File: config.mk
export PLATFORM = sky130hd
export DESIGN_NAME = parking_lot_controller
export DESIGN_NICKNAME = d
export VERILOG_FILES = /design/src/rtl/parking_pkg.sv /design/src/rtl/exit_parking_lot.sv /design/src/rtl/parking_lot_controller.sv
export SDC_FILE = /design/constraint.sdc
export NUM_CORES = 1
export LEC_CHECK = 0
export ABC_AREA = 1
export CAP_MARGIN = 20
export CORE_MARGIN = 10
export CORE_UTILIZATION = 36
export CTS_BUF_LIST = sky130_fd_sc_hd__clkbuf_4 sky130_fd_sc_hd__clkbuf_8
export DETAILED_ROUTE_END_ITERATION = 8
export GPL_TIMING_DRIVEN = 0
export PLACE_DENSITY = 0.62
export SYNTH_ARGS = -nofsm -noshare
export SYNTH_HDL_FRONTEND = slang
export SYNTH_SLANG_ARGS = --single-unit
File: constraint.sdc
create_clock -name clk -period 1.9 [get_ports clk]
set_input_delay 0.475 -clock clk [delete_from_list [all_inputs] [get_ports clk]]
set_output_delay 0.475 -clock clk [all_outputs]
set_load 0.05 [all_outputs]
File: src/rtl/parking_pkg.sv
// Shared constants for the parking lot allocator: lot geometry, FSM encodings
// and the arbitration history values.
package parking_pkg;

  localparam int NUM_SPOTS = 8;
  localparam int IDX_W     = 3;

  localparam logic [2:0] ST_IDLE           = 3'd0;
  localparam logic [2:0] ST_SERVE_ENTRY    = 3'd1;
  localparam logic [2:0] ST_SERVE_EXIT     = 3'd2;
  localparam logic [2:0] ST_WAIT_ENTRY_LOW = 3'd3;
  localparam logic [2:0] ST_WAIT_EXIT_LOW  = 3'd4;

  localparam logic LAST_ENTRY = 1'b0;
  localparam logic LAST_EXIT  = 1'b1;

endpackage

File: src/rtl/exit_parking_lot.sv
// Release decode: turns the park number of a departing car into a one-hot
// mask over the lot.
module exit_parking_lot #(
  parameter int NUM_SPOTS = parking_pkg::NUM_SPOTS,
  parameter int IDX_W     = parking_pkg::IDX_W
) (
  input  logic [IDX_W-1:0]     park_number,
  output logic [NUM_SPOTS-1:0] lot
);

  always_comb begin
    lot = '0;
    lot[park_number] = 1'b1;
  end

endmodule

File: src/rtl/parking_lot_controller.sv
// Eight-space lot allocator: arbitrates entry/exit gate handshakes, assigns
// the lowest free space on entry and releases the named space on exit.
//
//   state             | meaning
//   ST_IDLE           | waiting for a request, tie goes opposite last_served
//   ST_SERVE_ENTRY    | allocate lowest free space, or reject when full
//   ST_SERVE_EXIT     | release the named space, or flag it as already free
//   ST_WAIT_ENTRY_LOW | entry grant given, waiting for entry_req to drop
//   ST_WAIT_EXIT_LOW  | exit grant given, waiting for exit_req to drop
module parking_lot_controller #(
  parameter int NUM_SPOTS = parking_pkg::NUM_SPOTS,
  parameter int IDX_W     = parking_pkg::IDX_W
) (
  input  logic                 clk,
  input  logic                 rst_n,
  input  logic                 entry_req,
  output logic                 entry_ack,
  output logic [IDX_W-1:0]     entry_park_number,
  output logic                 entry_reject,
  input  logic                 exit_req,
  input  logic [IDX_W-1:0]     exit_park_number,
  output logic                 exit_ack,
  output logic                 exit_error,
  output logic [NUM_SPOTS-1:0] occupancy,
  output logic [3:0]           free_count,
  output logic                 full,
  output logic                 empty
);

  import parking_pkg::*;

  logic [2:0]           state;
  logic                 last_served;
  logic [NUM_SPOTS-1:0] exit_mask;
  logic [IDX_W-1:0]     free_idx;
  logic                 exit_hit;

  function automatic logic [IDX_W-1:0] lowest_free(input logic [NUM_SPOTS-1:0] occ);
    lowest_free = '0;
    for (int i = NUM_SPOTS - 1; i >= 0; i--) begin
      if (!occ[i]) lowest_free = IDX_W'(i);
    end
  endfunction

  exit_parking_lot #(
    .NUM_SPOTS (NUM_SPOTS),
    .IDX_W     (IDX_W)
  ) u_exit_decode (
    .park_number (exit_park_number),
    .lot         (exit_mask)
  );

  assign free_idx = lowest_free(occupancy);
  assign exit_hit = |(occupancy & exit_mask);
  assign full     = (free_count == 4'd0);
  assign empty    = (free_count == 4'(NUM_SPOTS));

  always_ff @(posedge clk or negedge rst_n) begin
    if (!rst_n) begin
      state             <= ST_IDLE;
      last_served       <= LAST_EXIT;
      occupancy         <= '0;
      free_count        <= 4'(NUM_SPOTS);
      entry_park_number <= '0;
      entry_ack         <= 1'b0;
      entry_reject      <= 1'b0;
      exit_ack          <= 1'b0;
      exit_error        <= 1'b0;
    end else begin
      entry_ack    <= 1'b0;
      entry_reject <= 1'b0;
      exit_ack     <= 1'b0;
      exit_error   <= 1'b0;
      case (state)
        ST_IDLE: begin
          // last_served only records tie winners, so alternation is between contending gates
          if (entry_req && exit_req) begin
            if (last_served == LAST_EXIT) begin
              state       <= ST_SERVE_ENTRY;
              last_served <= LAST_ENTRY;
            end else begin
              state       <= ST_SERVE_EXIT;
              last_served <= LAST_EXIT;
            end
          end else if (entry_req) begin
            state <= ST_SERVE_ENTRY;
          end else if (exit_req) begin
            state <= ST_SERVE_EXIT;
          end
        end
        ST_SERVE_ENTRY: begin
          entry_ack <= 1'b1;
          if (full) begin
            entry_reject <= 1'b1;
          end else begin
            occupancy[free_idx] <= 1'b1;
            entry_park_number   <= free_idx;
            free_count          <= free_count - 4'd1;
          end
          state <= ST_WAIT_ENTRY_LOW;
        end
        ST_SERVE_EXIT: begin
          exit_ack <= 1'b1;
          if (exit_hit) begin
            occupancy  <= occupancy & ~exit_mask;
            free_count <= free_count + 4'd1;
          end else begin
            exit_error <= 1'b1;
          end
          state <= ST_WAIT_EXIT_LOW;
        end
        ST_WAIT_ENTRY_LOW: begin
          if (!entry_req) state <= ST_IDLE;
        end
        ST_WAIT_EXIT_LOW: begin
          if (!exit_req) state <= ST_IDLE;
        end
        default: state <= ST_IDLE;
      endcase
    end
  end

endmodule

Word level (Yosys, flattened, before mapping) --
Cells that the tools add are included.
Cells by class: add/subtract/negate cells 2, $lt $le $gt $ge 4, equality and inequality tests 10, mux-type cells 32, bitwise gates (word level) 5, reduce and logical (&&, ||, !) cells 11
Operators by type and width (number):
- 3-bit 2-to-1 mux | 13
- 8-bit bitwise AND | 2
- 8-bit 2-to-1 mux | 2
- 8-bit one-hot mux with 2 select lines | 1
- 3-bit one-hot mux with 5 select lines | 1
- 1-bit 2-to-1 mux | 9
- 3-bit by 4-bit less-than comparator with 1-bit output (second input constant) | 2
- 4-bit 2-to-1 mux | 2
- 2-bit != test (second input constant) | 4
- 8-bit inverter | 1
- 8-bit OR | 1
- 4-bit one-hot mux with 2 select lines | 1
- 8-bit OR reduction | 1
- 1-bit demux with 3-bit select | 2
- 3-bit by 2-bit equality test with 1-bit output (second input constant) | 2
- 3-bit by 1-bit greater-or-equal comparator with 1-bit output (second input constant) | 2
- 3-bit AND reduction | 2
- 4-bit by 1-bit adder with 4-bit output (second input constant) | 1
- 4-bit equality test (second input constant) | 1
- 4-bit zero test | 1
- 4-bit != test (second input constant) | 1
- 2-bit AND reduction | 2
- 4-bit by 1-bit subtractor with 4-bit output (second input constant) | 1
- 3-bit by 1-bit equality test with 1-bit output (second input constant) | 1
- other kinds (6) | 8
Word-level totals: register bits 23, bits of input ports 7

Depth between registers and ports, before layout --
Gate-level depths: netlist (run 1).
depth after elaboration 15, depth in mapped cells 11, mapped depth without buffers 9

By module --
From an unflattened synthesis (run 1), not the netlist that was laid out.
Second synthesis, totals: cell total of the unflattened synthesis 170, area, all modules 1311.3 um2
Modules (own cells, without submodules):
- parking_lot_controller | instances 1, cells each 155, area an instance 1255.0 um2, sequential area each 578.1 um2
- exit_parking_lot | instances 1, cells each 15, area an instance 56.3 um2, sequential area each 0.0 um2

Worst setup path before layout (run 1) --
OpenSTA, ideal clock, no wires.
kind flip-flop to output port, start reg free_count[3], end out empty, data arrival time 2.321 ns, setup slack -0.896 ns, stages on the path, launching flop included 3, path buffers 0, cells stage by stage dfstp_2 > inv_1 > nor4_1
On the way: longest elaborated chain between the ends 1
Ends and longest elaborated chain:
- start: declaration | RTL line parking_lot_controller.sv:25 | output logic [3:0] free_count,
- start signal: assignment | RTL line parking_lot_controller.sv:63 | free_count <= 4'(NUM_SPOTS);
- start signal: assignment | RTL line parking_lot_controller.sv:98 | free_count <= free_count - 4'd1;
- start signal: assignment | RTL line parking_lot_controller.sv:106 | free_count <= free_count + 4'd1;
- 4-bit equality test | RTL line parking_lot_controller.sv:56 | assign empty = (free_count == 4'(NUM_SPOTS));
- end: declaration | RTL line parking_lot_controller.sv:27 | output logic empty
No other way between the ends.

Worst setup path after layout (run 1) --
start reg exit_error, end out exit_error
RTL lines:
- start: declaration | RTL line parking_lot_controller.sv:23 | output logic exit_error,
- start signal: assignment | RTL line parking_lot_controller.sv:68 | exit_error <= 1'b0;
- start signal: assignment | RTL line parking_lot_controller.sv:73 | exit_error <= 1'b0;
- start signal: assignment | RTL line parking_lot_controller.sv:108 | exit_error <= 1'b1;
No word-level cell between the ends.

==> results of run 1 <==
final cells by class:
type,count,area share [%]
timing repair buffer,25,13.9
sequential,23,33.8
buffer,5,2.71
clock buffer,4,2.86
tap,48,3.52
inverter,23,5.20
multi-input combinational,109,37.9
metal layers:
metal,global-route usage (%),vias to the layer above,part of all wire [%]
li1,-,589,-
met4,5.02,0,2.0
met5,0,-,0
met2,17.4,22,51
met1,11.6,565,42
met3,2.54,6,5.1
state kept, by name, indices dropped and copies added (netlist names), 3 cells and up:
name and flops:
free_count 4, occupancy 8, state 3, entry_park_number 3
cell usage in the layout (no fill, tap or decap), types with 3 or more instances in the layout:
master            n
xor2_1            4
clkdlybuf4s50_1   5
clkbuf_8          3
nand2_4           3
a21oi_1          13
nand3_1          21
dfrtp_1          21
nand4_1           7
buf_4             3
o21ai_0           3
nand2_1          23
dlygate4sd2_1    14
inv_2             8
a21oi_2           4
inv_1            14
nor2_1           10
o21ai_1           7
per-stage QoR:
step	hold WS [ns]	instance area, um^2	TNS [ns]
floorplan	0.179	1360	0
global placement	0.479	1660	-0.335
detailed placement	0.479	1660	-0.408
CTS	0.494	1680	0
global route	0.509	1710	-0.00116
finish	0.492	1710	0
how the worst max path moves through the flow:
stage | start | to | slack (ns)
2_1_floorplan | free_count[3] | empty | 0.05
5_1_grt | state[2] | free_count[3] | -0.001
3_5_place_dp | free_count[0] | empty | -0.22
3_3_place_gp | free_count[0] | full | -0.17
6_report | exit_error | exit_error | 0.04
4_1_cts | entry_ack | entry_ack | 0.003
power groups by stage:
stage / clock (uW) / sequential [uW] / combinational, uW
after floorplan: 0 / 1550 / 993
after global placement: 0 / 981 / 2150
after detailed placement: 0 / 994 / 2200
after CTS: 337 / 981 / 2100
after global routing: 352 / 1020 / 2290
final: 318 / 983 / 2090
worst reg2reg max path: stages, from the launching register on:
cell     delay [ns]
dfrtp_1        0.42
inv_2          0.09
nand3_2        0.21
ha_1           0.35
a21o_1         0.18
a21oi_1        0.16
xor2_1         0.16
nand2_1        0.06
o21ai_1        0.07
logic make-up (layout without fill, tap and decap cells):
family / count (synthesis) / after routing / share of synthesized area (%)
flip-flops: 23 / 23 / 43.1
XOR/XNOR: 5 / 5 / 3.26
AO/OA/AOI/OAI: 31 / 31 / 13.3
AND/OR/NAND/NOR: 70 / 70 / 26.9
buffers and inverters: 28 / 57 / 10.1
adder cells (fa/ha/maj): 3 / 3 / 3.36
what timing repair did:
| action | CTS | global route |
|---|---|---|
| cloned | 0 | 0 |
| endpoints found under the setup margin | 17 | 6 |
| resized for setup | 25 | 7 |
| setup buffers | 0 | 0 |
==> flow_metrics.env, run 1 <==
export IMPL_crit_required_ns=1.42
export IMPL_startpoint_type="register"
export IMPL_syn_to_final_growth_pct=27.3
export IMPL_finalSetupViolCount=0
export IMPL_reg2reg_depth=8
export IMPL_leakagePower_uw=0.000866
export IMPL_firstDrtPassIters=4
export IMPL_finalPower_uw=3390
export IMPL_num_rows=22
export IMPL_crit_family="buffers and inverters"
export IMPL_die_x_um=81.0
export IMPL_clock_path_buffers=2
export IMPL_grt_pass1_wl_mm=5.38
export IMPL_tritoncts="yes"
export IMPL_path_clk_slew_ns=0.08
export IMPL_cp_num_cells=1
export IMPL_port_buffer_count=24
export IMPL_antenna_left=0
export IMPL_cpPeakStageDelay_ns=0.79
export IMPL_grt_overflow=0
export IMPL_ff_latch_area_um2=578
export IMPL_r2r_end="free_count[3]"
export IMPL_end_kind="output pin"
export IMPL_maxCapViolCount=0
export IMPL_vias=1182
export IMPL_fmax_mhz=538
export IMPL_min_period_over_period_pct=97.9
export IMPL_path_cells="clkdlybuf4s50_1"
export IMPL_ys_top_cells_by_area="dfrtp_1 39%, nand3_1 8.2%, nand2_1 6.4%"
export IMPL_arrival_ns=1.39
export IMPL_finalNonFillerCells=237
export IMPL_cts_made_buffers=3
export IMPL_yosysWarnings=0
export IMPL_grt_pass1_vias=1138
export IMPL_slew_violations=0
export IMPL_viasPerCell=4.99
export IMPL_insertion_delay_ns=0.27
export IMPL_synthTopCellsByCount="23 x nand2_1, 22 x nand3_1, 21 x dfrtp_1"
export IMPL_worstHoldStart="last_served"
export IMPL_wl_per_cell_um=13.6
export IMPL_drc=0
export IMPL_netlist_area_um2=1340
export IMPL_intPower_uw=1540
export IMPL_finalHoldViolCount=0
export IMPL_drive_gt1_share_pct=19.0
export IMPL_dp_cells=232
export IMPL_synth_yosys_seq_area_share_pct=43.1
export IMPL_power_density_nw_per_um2=1990
export IMPL_routabilityCongestion=0.881
export IMPL_yosys_cell_types_count=30
export IMPL_cts_hold_buf=0
export IMPL_yosysTopAreaCellShare_pct=39.2
export IMPL_n_fill_cell=376
export IMPL_ys_flop_type="dfrtp_1"
export IMPL_antenna_found_initial=0
export IMPL_finalNetCount=200
export IMPL_die_area_um2=6570
export IMPL_hold_class="register to register"
export IMPL_synthCells=160
export IMPL_synth_most_common_cell="nand2_1"
export IMPL_cts_sinks=23
export IMPL_drt_iter0_drc=80
export IMPL_seq_power_share_pct=29.0
export IMPL_switchingPower_uw=1860
export IMPL_fin_ws_ns=0.0399
export IMPL_pwr_share_comb_pct=61.7
export IMPL_coreArea_um2=3630
export IMPL_place_ws_ns=-0.221
export IMPL_min_to="last_served"
export IMPL_hpwlAfterDp_mm=2.46
export IMPL_synth_area_per_cell_um2=8.38
export IMPL_cp_num_buf_inv=1
export IMPL_synth_area_leader_cell="dfrtp_1"
export IMPL_vdd_drop_max_v=0.000761
export IMPL_clkPwrFrac_pct=9.4
export IMPL_grt_max_degree=24
export IMPL_switching_share_pct=54.7
export IMPL_critical_path_class="register to output pin"
export IMPL_initial_core_util_pct=36.9
export IMPL_synth_async_reset_ratio_pct=100
export IMPL_status="completed"
export IMPL_grt_usage_pct=10.2
export IMPL_path_max_fanout=1
export IMPL_min_period_ns=1.86
export IMPL_synth_nets=170
export IMPL_ys_seq_elements=23
export IMPL_tightest_slew_ns=0.523
export IMPL_relSlewSlack_pct=65.0
export IMPL_wl_mm=3.23
export IMPL_reg2reg_slack_ns=0.16
export IMPL_synth_edff_count=0
export IMPL_multiInputGateArea_um2=648
export IMPL_fin_worst_skew_ns=0.00606
export IMPL_die_h_um=81.0
export IMPL_r2r_start="state[2]"
export IMPL_htreeDepth=1
export IMPL_clock_root_buffer="clkbuf_8"
export IMPL_fin_util_pct=47.0
export IMPL_antenna_cells=0
export IMPL_io_pins=28
export IMPL_slowest_stage="clkdlybuf4s50_1"
export IMPL_min_path_cells=1
(Power assumes the default switching activity.)
==> inputs of run 2 (changes only) <==
==> constraint.sdc (replaced) <==
create_clock -name clk -period 2.3 [get_ports clk]
set_input_delay 0.575 -clock clk [delete_from_list [all_inputs] [get_ports clk]]
set_output_delay 0.575 -clock clk [all_outputs]
set_load 0.05 [all_outputs]
==> run 2 against run 1 <==
Via count decreased by 0.34%; core utilization grew 0.62 points; cell count unchanged; first-iteration DRC count down 13%; total power fell by 15%; critical endpoint is now free_count[1]; routed wire length fell by 0.99%; critical path type unchanged; sequential power fell by 17%; die area stayed put.
==> flow_metrics.env, run 2 (synthesized netlist as in run 1, its figures left out) <==
export IMPL_status="completed"
export IMPL_path_max_fanout=6
export IMPL_tns_ns=0
export IMPL_cp_num_buf_inv=1
export IMPL_cpPeakStageDelay_ns=0.86
export IMPL_viasPerCell=4.97
export IMPL_crit_family="buffers and inverters"
export IMPL_arrival_ns=1.65
export IMPL_pwr_share_comb_pct=62.6
export IMPL_grt_max_degree=24
export IMPL_top_regs="occupancy (8), free_count (4)"
export IMPL_critical_path_class="register to output pin"
export IMPL_min_period_over_period_pct=96.7
export IMPL_htreeDepth=1
export IMPL_insertion_delay_ns=0.27
export IMPL_routabilityCongestion=0.890
export IMPL_num_rows=22
export IMPL_syn_to_final_growth_pct=29.0
export IMPL_cts_setup_buffers=0
export IMPL_rsz0062_at_grt="false"
export IMPL_antenna_left=0
export IMPL_maxCapViolCount=0
export IMPL_grt_usage_pct=10.6
export IMPL_antenna_found_initial=0
export IMPL_cts_hold_buf=0
export IMPL_place_ws_ns=0.0367
export IMPL_drive_gt1_share_pct=18.0
export IMPL_io_pins=28
export IMPL_drc=0
export IMPL_vdd_drop_max_v=0.000635
export IMPL_power_density_nw_per_um2=1660
export IMPL_cts_sinks=23
export IMPL_die_area_um2=6570
export IMPL_slowest_stage="clkdlybuf4s50_1"
export IMPL_clkPwrFrac_pct=9.2
export IMPL_coreArea_um2=3630
export IMPL_min_period_ns=2.23
export IMPL_hold_class="register to register"
export IMPL_finalHoldViolCount=0
export IMPL_startpoint_type="register"
export IMPL_path_cells="clkdlybuf4s50_1"
export IMPL_path_clk_slew_ns=0.09
export IMPL_grt_pass1_vias=1192
export IMPL_largest_reg_flops=8
export IMPL_leakagePower_uw=0.000811
export IMPL_firstDrtPassIters=5
export IMPL_port_buffer_count=24
export IMPL_final_common_cell="nand2_1"
export IMPL_n_fill_cell=375
export IMPL_finalNetCount=200
export IMPL_mostFrequentLayoutCells="23 x nand2_1, 22 x nand3_1, 21 x dfrtp_1, 21 x clkdlybuf4s50_1, 14 x inv_1"
export IMPL_tritoncts="yes"
export IMPL_fmax_mhz=449
export IMPL_fin_ws_ns=0.0748
export IMPL_die_x_um=81.0
export IMPL_fin_util_pct=47.6
export IMPL_switchingPower_uw=1540
export IMPL_slew_violations=0
export IMPL_drt_iter0_drc=70
export IMPL_grt_overflow=0
export IMPL_hpwlAfterDp_mm=2.45
export IMPL_largest_register="occupancy"
export IMPL_crit_required_ns=1.73
export IMPL_grt_pass1_wl_mm=5.59
export IMPL_intPower_uw=1340
export IMPL_die_h_um=81.0
export IMPL_end_kind="output pin"
export IMPL_fin_worst_skew_ns=0.00562
export IMPL_initial_core_util_pct=36.9
export IMPL_clock_path_buffers=2
export IMPL_cts_made_buffers=3
export IMPL_wl_per_cell_um=13.5
export IMPL_ctsResizeCount=2
export IMPL_wl_mm=3.20
export IMPL_tightest_slew_ns=0.507
export IMPL_finalSetupViolCount=0
export IMPL_vias=1178
export IMPL_clock_root_buffer="clkbuf_8"
export IMPL_seq_power_share_pct=28.2
export IMPL_switching_share_pct=53.6
export IMPL_relSlewSlack_pct=66.1
export IMPL_antenna_cells=0
export IMPL_hold_ws_ns=0.497
==> run 2: power groups by stage <==
stage	registers, uW	clock network, uW	logic (uW)
floorplan	1280	0	821
global placement	810	0	1780
detailed placement	820	0	1810
CTS	812	275	1820
global route	847	291	1970
finish	813	265	1800
==> run 2: per-stage QoR <==
stage	instances	total power (uW)	cell area, um^2
3_5_place_dp	232	2640	1660
3_3_place_gp	232	2590	1660
5_1_grt	237	3110	1730
4_1_cts	236	2910	1700
2_1_floorplan	160	2100	1360
6_report	237	2880	1730
==> run 2: metal layers <==
layer	wire, um	track usage [%]	part of all wire [%]
met1	1300	12.1	41
met2	1640	18.2	51
met3	165	1.55	5.2
met4	91	6.40	2.8
met5	0	0	0
==> run 2: final cells by class <==
class / count / area [um^2] / area share (%)
plain buffers: 5 / 46.3 / 2.68
clock buffers: 3 / 41.3 / 2.39
clock inverters: 1 / 7.51 / 0.434
inverters: 23 / 88.8 / 5.13
multi-input cells: 109 / 643 / 37.2
flip-flops and latches: 23 / 578 / 33.4
well taps: 48 / 60.1 / 3.47
repair buffers: 25 / 265 / 15.3
==> run 2: worst register-to-register path: stages, from the launching register on <==
cell	delay [ns]
dfrtp_1	0.42
inv_2	0.08
nand3_1	0.27
ha_1	0.39
a21o_1	0.18
a21oi_1	0.16
xor2_1	0.16
nand2_1	0.06
o21ai_1	0.07
==> run 2: worst paths after layout <==
check	startpoint	end	slack, ns	cells after the start
max	free_count[1]	free_count[1]	0.07	1
min	last_served	last_served	0.50	1
max reg2reg	state[2]	free_count[3]	0.46	8
min reg2reg	last_served	last_served	0.50	1
max in group asynchronous	rst_n	last_served	1.21	2
min in group asynchronous	rst_n	exit_ack	0.59	1
